<file path="config.mk">
export PLATFORM = sky130hd
export DESIGN_NAME = program_loader
export DESIGN_NICKNAME = d
export VERILOG_FILES = /design/src/rtl/program_loader.sv
export SDC_FILE = /design/constraint.sdc
export NUM_CORES = 1
export LEC_CHECK = 0
export CAP_MARGIN = 20
export CORE_MARGIN = 3
export CORE_UTILIZATION = 64
export CTS_CLUSTER_SIZE = 16
export DETAILED_ROUTE_END_ITERATION = 10
export DONT_BUFFER_PORTS = 1
export PLACE_DENSITY = 0.86
export SLEW_MARGIN = 20
export SYNTH_ARGS = -nofsm -noshare
export SYNTH_HDL_FRONTEND = slang
export SYNTH_SLANG_ARGS = --single-unit
export TNS_END_PERCENT = 20
</file>
<file path="constraint.sdc">
create_clock -name CLK -period 3.7 [get_ports CLK]
set_input_delay 0.37 -clock CLK [delete_from_list [all_inputs] [get_ports CLK]]
set_output_delay 0.37 -clock CLK [all_outputs]
set_load 0.02 [all_outputs]
</file>
<file path="src/rtl/program_loader.sv">
// program_loader: streams a little-endian byte image into instruction memory and
// holds the core in reset until a checksum-verified load completes.
module program_loader #(
  parameter int ADDR_WIDTH = 10
) (
  input  logic        CLK,
  input  logic        reset,
  input  logic        start,
  input  logic        in_valid,
  input  logic [7:0]  in_data,
  output logic        in_ready,
  output logic        im_we,
  output logic [31:0] im_addr,
  output logic [31:0] im_wdata,
  output logic        cpu_rst,
  output logic        busy,
  output logic        done,
  output logic        error
);
  typedef enum logic [2:0] {IDLE, HDR, DATA, WRITE, CSUM, DONE, ERR} state_t;
  state_t state, nxt;
  logic [1:0] cnt;
  logic [31:0] w, sum, full;
  logic [ADDR_WIDTH:0] n, idx;
  logic take, last, restart;
  assign full = {in_data, w[31:8]};
  assign take = in_valid && in_ready;
  assign last = take && cnt == 2'd3;
  assign restart = start && (state == IDLE || state == DONE || state == ERR);
  assign in_ready = state == HDR || state == DATA || state == CSUM;
  assign busy = in_ready || state == WRITE;
  assign im_we = state == WRITE;
  assign done = state == DONE;
  assign error = state == ERR;
  assign cpu_rst = state != DONE;
  always_comb begin
    nxt = state;
    case (state)
      IDLE, DONE, ERR: nxt = start ? HDR : state;
      HDR: if (last) nxt = full == 32'd0 ? CSUM :
                           {1'b0, full} > (33'd1 << ADDR_WIDTH) ? ERR : DATA;
      DATA: nxt = last ? WRITE : DATA;
      WRITE: nxt = idx + 1'b1 == n ? CSUM : DATA;
      CSUM: if (last) nxt = full == sum ? DONE : ERR;
      default: nxt = IDLE;
    endcase
  end
  always_ff @(posedge CLK or negedge reset) begin
    if (!reset) begin
      state <= IDLE;
      cnt <= '0;
      w <= '0;
      sum <= '0;
      n <= '0;
      idx <= '0;
      im_addr <= '0;
      im_wdata <= '0;
    end else begin
      state <= nxt;
      if (restart) begin
        cnt <= '0;
        sum <= '0;
        idx <= '0;
      end
      if (take) begin
        w <= full;
        cnt <= cnt + 2'd1;
      end
      if (state == HDR && last) n <= full[ADDR_WIDTH:0];
      // latch the outgoing word so address/data stay stable after the strobe
      if (state == DATA && last) begin
        im_addr <= 32'({idx[ADDR_WIDTH-1:0], 2'b00});
        im_wdata <= full;
      end
      if (state == WRITE) begin
        sum <= sum + w;
        idx <= idx + 1'b1;
      end
    end
  end
endmodule

</file>
---- Word-level counts from Yosys, hierarchy flattened ----
Cells that the tools add are included.
operators by class
  $add $sub $neg .......................... 3
  order comparisons ....................... 1
  eq/ne operators ......................... 13
  muxes and demuxes ....................... 15
  reductions and logical operators ........ 16
operator list
  operator                                                                count
  32-bit 2-to-1 mux                                                       2
  32-bit adder                                                            1
  32-bit == test                                                          1
  32-bit by 11-bit > comparator with 1-bit output, second input constant  1
  32-bit logical NOT                                                      1
  11-bit 2-to-1 mux                                                       2
  3-bit 2-to-1 mux                                                        6
  3-bit one-hot mux with 5 select lines                                   1
  11-bit by 1-bit adder with 11-bit output, second input constant         1
  11-bit == test                                                          1
  3-bit == test, second input constant                                    3
  3-bit by 2-bit == test with 1-bit output, second input constant         2
  2-bit 2-to-1 mux                                                        3
  2-bit inequality test, second input constant                            3
  1-bit logical AND                                                       5
  1-bit logical OR                                                        5
  2-bit nonzero test                                                      2
  3-bit by 1-bit == test with 1-bit output, second input constant         1
  3-bit logical NOT                                                       1
  3-bit inequality test, second input constant                            1
  3-bit AND reduction                                                     1
  3-bit OR reduction                                                      1
  2-bit by 1-bit adder with 2-bit output, second input constant           1
  2-bit == test, second input constant                                    1
  1-bit 2-to-1 mux                                                        1
storage, ports and cells
  register bits ........................... 133
  output and inout bits ................... 70
  word-level logic and storage cells ...... 56

---- Logic depth before layout (Yosys ltp) ----
  word-level depth ........................ 7
  mapped depth ............................ 12
  mapped depth without buffers ............ 12

---- Least setup slack after synthesis ----
OpenSTA, ideal clock, no wires.
  path type ............................... reg2reg
  start point ............................. register sum[0]
  end point ............................... register sum[20]
  setup time .............................. 0.130 ns
  data arrival time ....................... 2.393 ns
  data required time ...................... 3.570 ns
  setup slack ............................. 1.176 ns
  cell stages (with the launch flop) ...... 13
  path buffers ............................ 0
  clock period less this slack ............ 2.524 ns
  cell sequence ........................... dfrtp_1 ha_1 inv_1 fa_1 nor2b_1 o31a_1 or2_1 a221o_1 a41oi_2 a21oi_1 a31oi_1 xor2_1 o21ai_1
between the ends
  word-level cells in the longest chain between the ends .. 2
ends and longest elaborated chain
  item                      line  source
  start: declaration        23    logic [31:0] w, sum, full;
  start signal: assignment  76    sum <= sum + w;
  32-bit adder              76
  32-bit 2-to-1 mux         75    if (state == WRITE) begin
Every way passes these cells.
A chain may end at the register's enable or synchronous reset.

---- Worst setup path after layout ----
  start point ............................. register w[15]
  end point ............................... register sum[19]
between the ends
  word-level cells in the longest chain between the ends .. 2
ends and longest elaborated chain
  item                      line  source
  start: declaration        23
  start signal: assignment  66    w <= full;
  32-bit adder              76
  32-bit 2-to-1 mux         75
Every way passes these cells.

==> results.md <==
* Sequential fraction of the synthesis area at 43.34%
* Core area at around 12000 um2
* Layout cells sized above 1 at 19.02%
* Final Hold Violating Endpoints at 0
* Die ar. at 13350 um2
* Clk_lat worst skew at 0.42 ns
* Warnings from Yosys at 0
* Setup TNS at 0 ns
* Synth Register Bits at between 100 and 150
* CP dominant cell by count: a21o_1
* Total CTS buffers at 17
* Buf/Inv on CP at 0
* Max Slew Vio Count at 0
* Startpoint types: flop
* Post-Synth XOR/XNOR Area at 8.766%
* Cell row count at 39
* Crit Path Max Fanout at 7
* Die width at 115.5 um
* Largest family of logic cells by synthesized area: compound AO/OA/AOI/OAI gates
* DR DRC count at 0
* Setup Fix Bufs, Post-CTS at 0
* DR WL/cell at 20.98 um
* R2r startpoint: w[15]
* Post_cts resized at 0
* Root buf cell: clkbuf_16
* FMAX at 332.1 MHz
* Slowest stage delay, CP at 0.53 ns
* Status: finished clean
* Max transition margin at 39.88%
* CTS H-tree lvls at 4
* Post-Route WL at ~19000 um
* Post-synthesis adder-cell area fraction at between 5 and 6%
* Worst EP required at roughly 4.0 ns
* Worst min path class: primary input to flop
* Grt ovf at 0
* Initial core utilization at about two thirds
* Worst-path cell chain: ha_1 -> a21o_1 -> o21a_1 -> a311oi_1 -> a21bo_1 -> a21o_1 -> a21oi_1 -> xor2_1 -> o21ai_0
* Yosys cell types at 65
* Async S/R FF share, synth at 100.0%
* Initial antenna violation count at 0
* Ant. Diodes at 0
* Final Hold Slack at 0.03635 ns
* Pin count of the biggest net entering global routing at between 100 and 150
* Post-synth top flop: dfrtp_1
* Hold Crit Start: start
* VDD IR max at 0.6176 mV
* Cell area after layout at 8357 um2
* Multiplexer share of the synthesized area at 12.99%
* Critical path launch point: w[15]
* Nets at 786
* GR Util All Layers at 29.00%
* Mapped Cells at 739
* DRT Pass-1 Iters at 5
* Clock slew at reported path FFs at ~0.06 ns
* Post-synthesis simple-gate area fraction at 11.19%
* Inst Count DP at between 800 and 900
* Post-synthesis compound-gate area fraction at ~13%
* Critical-path top delay cell: dfrtp_1
* Leakage at about 4 nW
* Placed Area at around 7700 um2
* RSZ-0062 raised after global routing: false
* Die height at approximately 120 um
* PortBufs at 0
* CP top delay family: compound AO/OA/AOI/OAI gates
* Longest Clk Path Bufs at 2
* EDFF count, synth at 0
* Starting DRT DRC Count at 693
* Worst path arrival time at 3.26 ns
* Max_cap viols at 0
* Global-route wire length before repair at 29900 um
* Crit Path Class: flop to flop
* Yosys top cell area share at roughly 43%
* Number of global-route vias before repair at a little under 6000
* Tot Pwr at between 8 and 9 mW
* Synth top area cells: dfrtp_1, mux2_2, xor2_1, ha_1, nand2_1
* Tcrit/Tclk final at between 80 and 90%
* Setup violations, final at 0
* Worst Clk Skew at roughly 0.0075 ns
* GPL Wtd Cong at 0.9446
* Element type at the critical path end: flop
* Count leader, synth: dfrtp_1
* PD cells at 999.8 nW/um2
* # IOs at a little over 80
* Cts hold-fix bufs at 2
* Area growth syn-to-layout at 8.832%
* TritonCTS clock tree: yes
* Most instantiated cells after synthesis: dfrtp_1, mux2_2, nand2_1
* Syn Area/Cell at 10.39 um2
* CTS Sinks at between 100 and 150
* Synthesized cell area at 7679 um2
* Fin cells at just under 900
* Via density at 6.450
* DRT antenna net count at 0
* Synth area leader: dfrtp_1
* Post-detail-place hpwl at 12570 um
* Slew @ Worst Pin at 0.9007 ns
* Fin crit period at about 3.0 ns
* Via count at 5773
-- layout make-up --
class                   count  area, um2
well taps                 143      178.9
clock buffers              24      501.7
multi-input cells         559       4084
fillers                   748       3208
inverters                  19      71.32
repair buffers             10      97.59
flip-flops and latches    133       3328
clock inverters             7      95.09
-- cell families (layout without fill, tap and decap cells) --
kind of cell | Yosys count | in the layout
adders and majority gates | 34 | 34
and+or+nand+nor | 177 | 177
AOI/OAI and AO/OA | 161 | 161
DFF | 133 | 133
buffers and inverters | 68 | 60
other | 1 | 22
xor gates and xnor gates | 76 | 76
muxes | 89 | 89
-- report_power, final --
| part | internal, mW | switching (mW) | total, mW |
|---|---|---|---|
| registers | 2.01 | 0.981 | 2.99 |
| clock network | 1.08 | 0.614 | 1.69 |
| logic | 1.64 | 2.04 | 3.67 |
| total | 4.72 | 3.63 | 8.35 |
-- flip-flops by register name, indices dropped and copies added, names as in the netlist --
name,flops
im_wdata,32
n,11
cnt,2
state,3
idx,11
im_addr,10
w,32
sum,32
-- path summary, 6_finish.rpt --
path / end / slack (ns) / cells after the start
setup / recovery: sum[19] / 0.69 / 9
hold / removal: state[1] / 0.04 / 1
setup reg to reg: sum[19] / 0.69 / 9
hold reg to reg: w[5] / 0.52 / 1
max in group asynchronous: sum[25] / 2.59 / 2
min in group asynchronous: im_wdata[6] / 0.61 / 2
-- placed cells by master, fill, tap and decap left out, types with 17 or more instances in the layout --
| master | synthesis | layout |
|---|---|---|
| nor2_1 | 28 | 28 |
| xor2_1 | 51 | 51 |
| clkbuf_16 | 0 | 17 |
| mux2_2 | 85 | 85 |
| xnor2_1 | 24 | 24 |
| dfrtp_1 | 133 | 133 |
| ha_1 | 33 | 33 |
| o21ai_0 | 41 | 41 |
| o22ai_1 | 19 | 19 |
| inv_1 | 19 | 19 |
| conb_1 | 1 | 22 |
| a21oi_1 | 40 | 40 |
| nor4_1 | 17 | 17 |
| nand2_1 | 70 | 70 |
-- routing by layer --
| metal | share of wire, % | wire (um) | vias up | GRT usage (%) |
|---|---|---|---|---|
| met4 | 2.7 | 508 | 0 | 11.66 |
| met2 | 49 | 9141 | 267 | 46.64 |
| li1 | - | - | 2615 | - |
| met1 | 41 | 7621 | 2837 | 37.56 |
| met5 | 0 | 0 | - | 0 |
| met3 | 8.0 | 1503 | 54 | 7.624 |
-- per-stage QoR --
step	setup WS [ns]	utilization, %
final	0.6887	72.26
after CTS	0.7612	72.26
after detailed placement	0.7426	66.77
after global placement	0.8468	66.77
after global routing	0.5369	72.26
after floorplan	1.176	-
(Power assumes the default switching activity.)
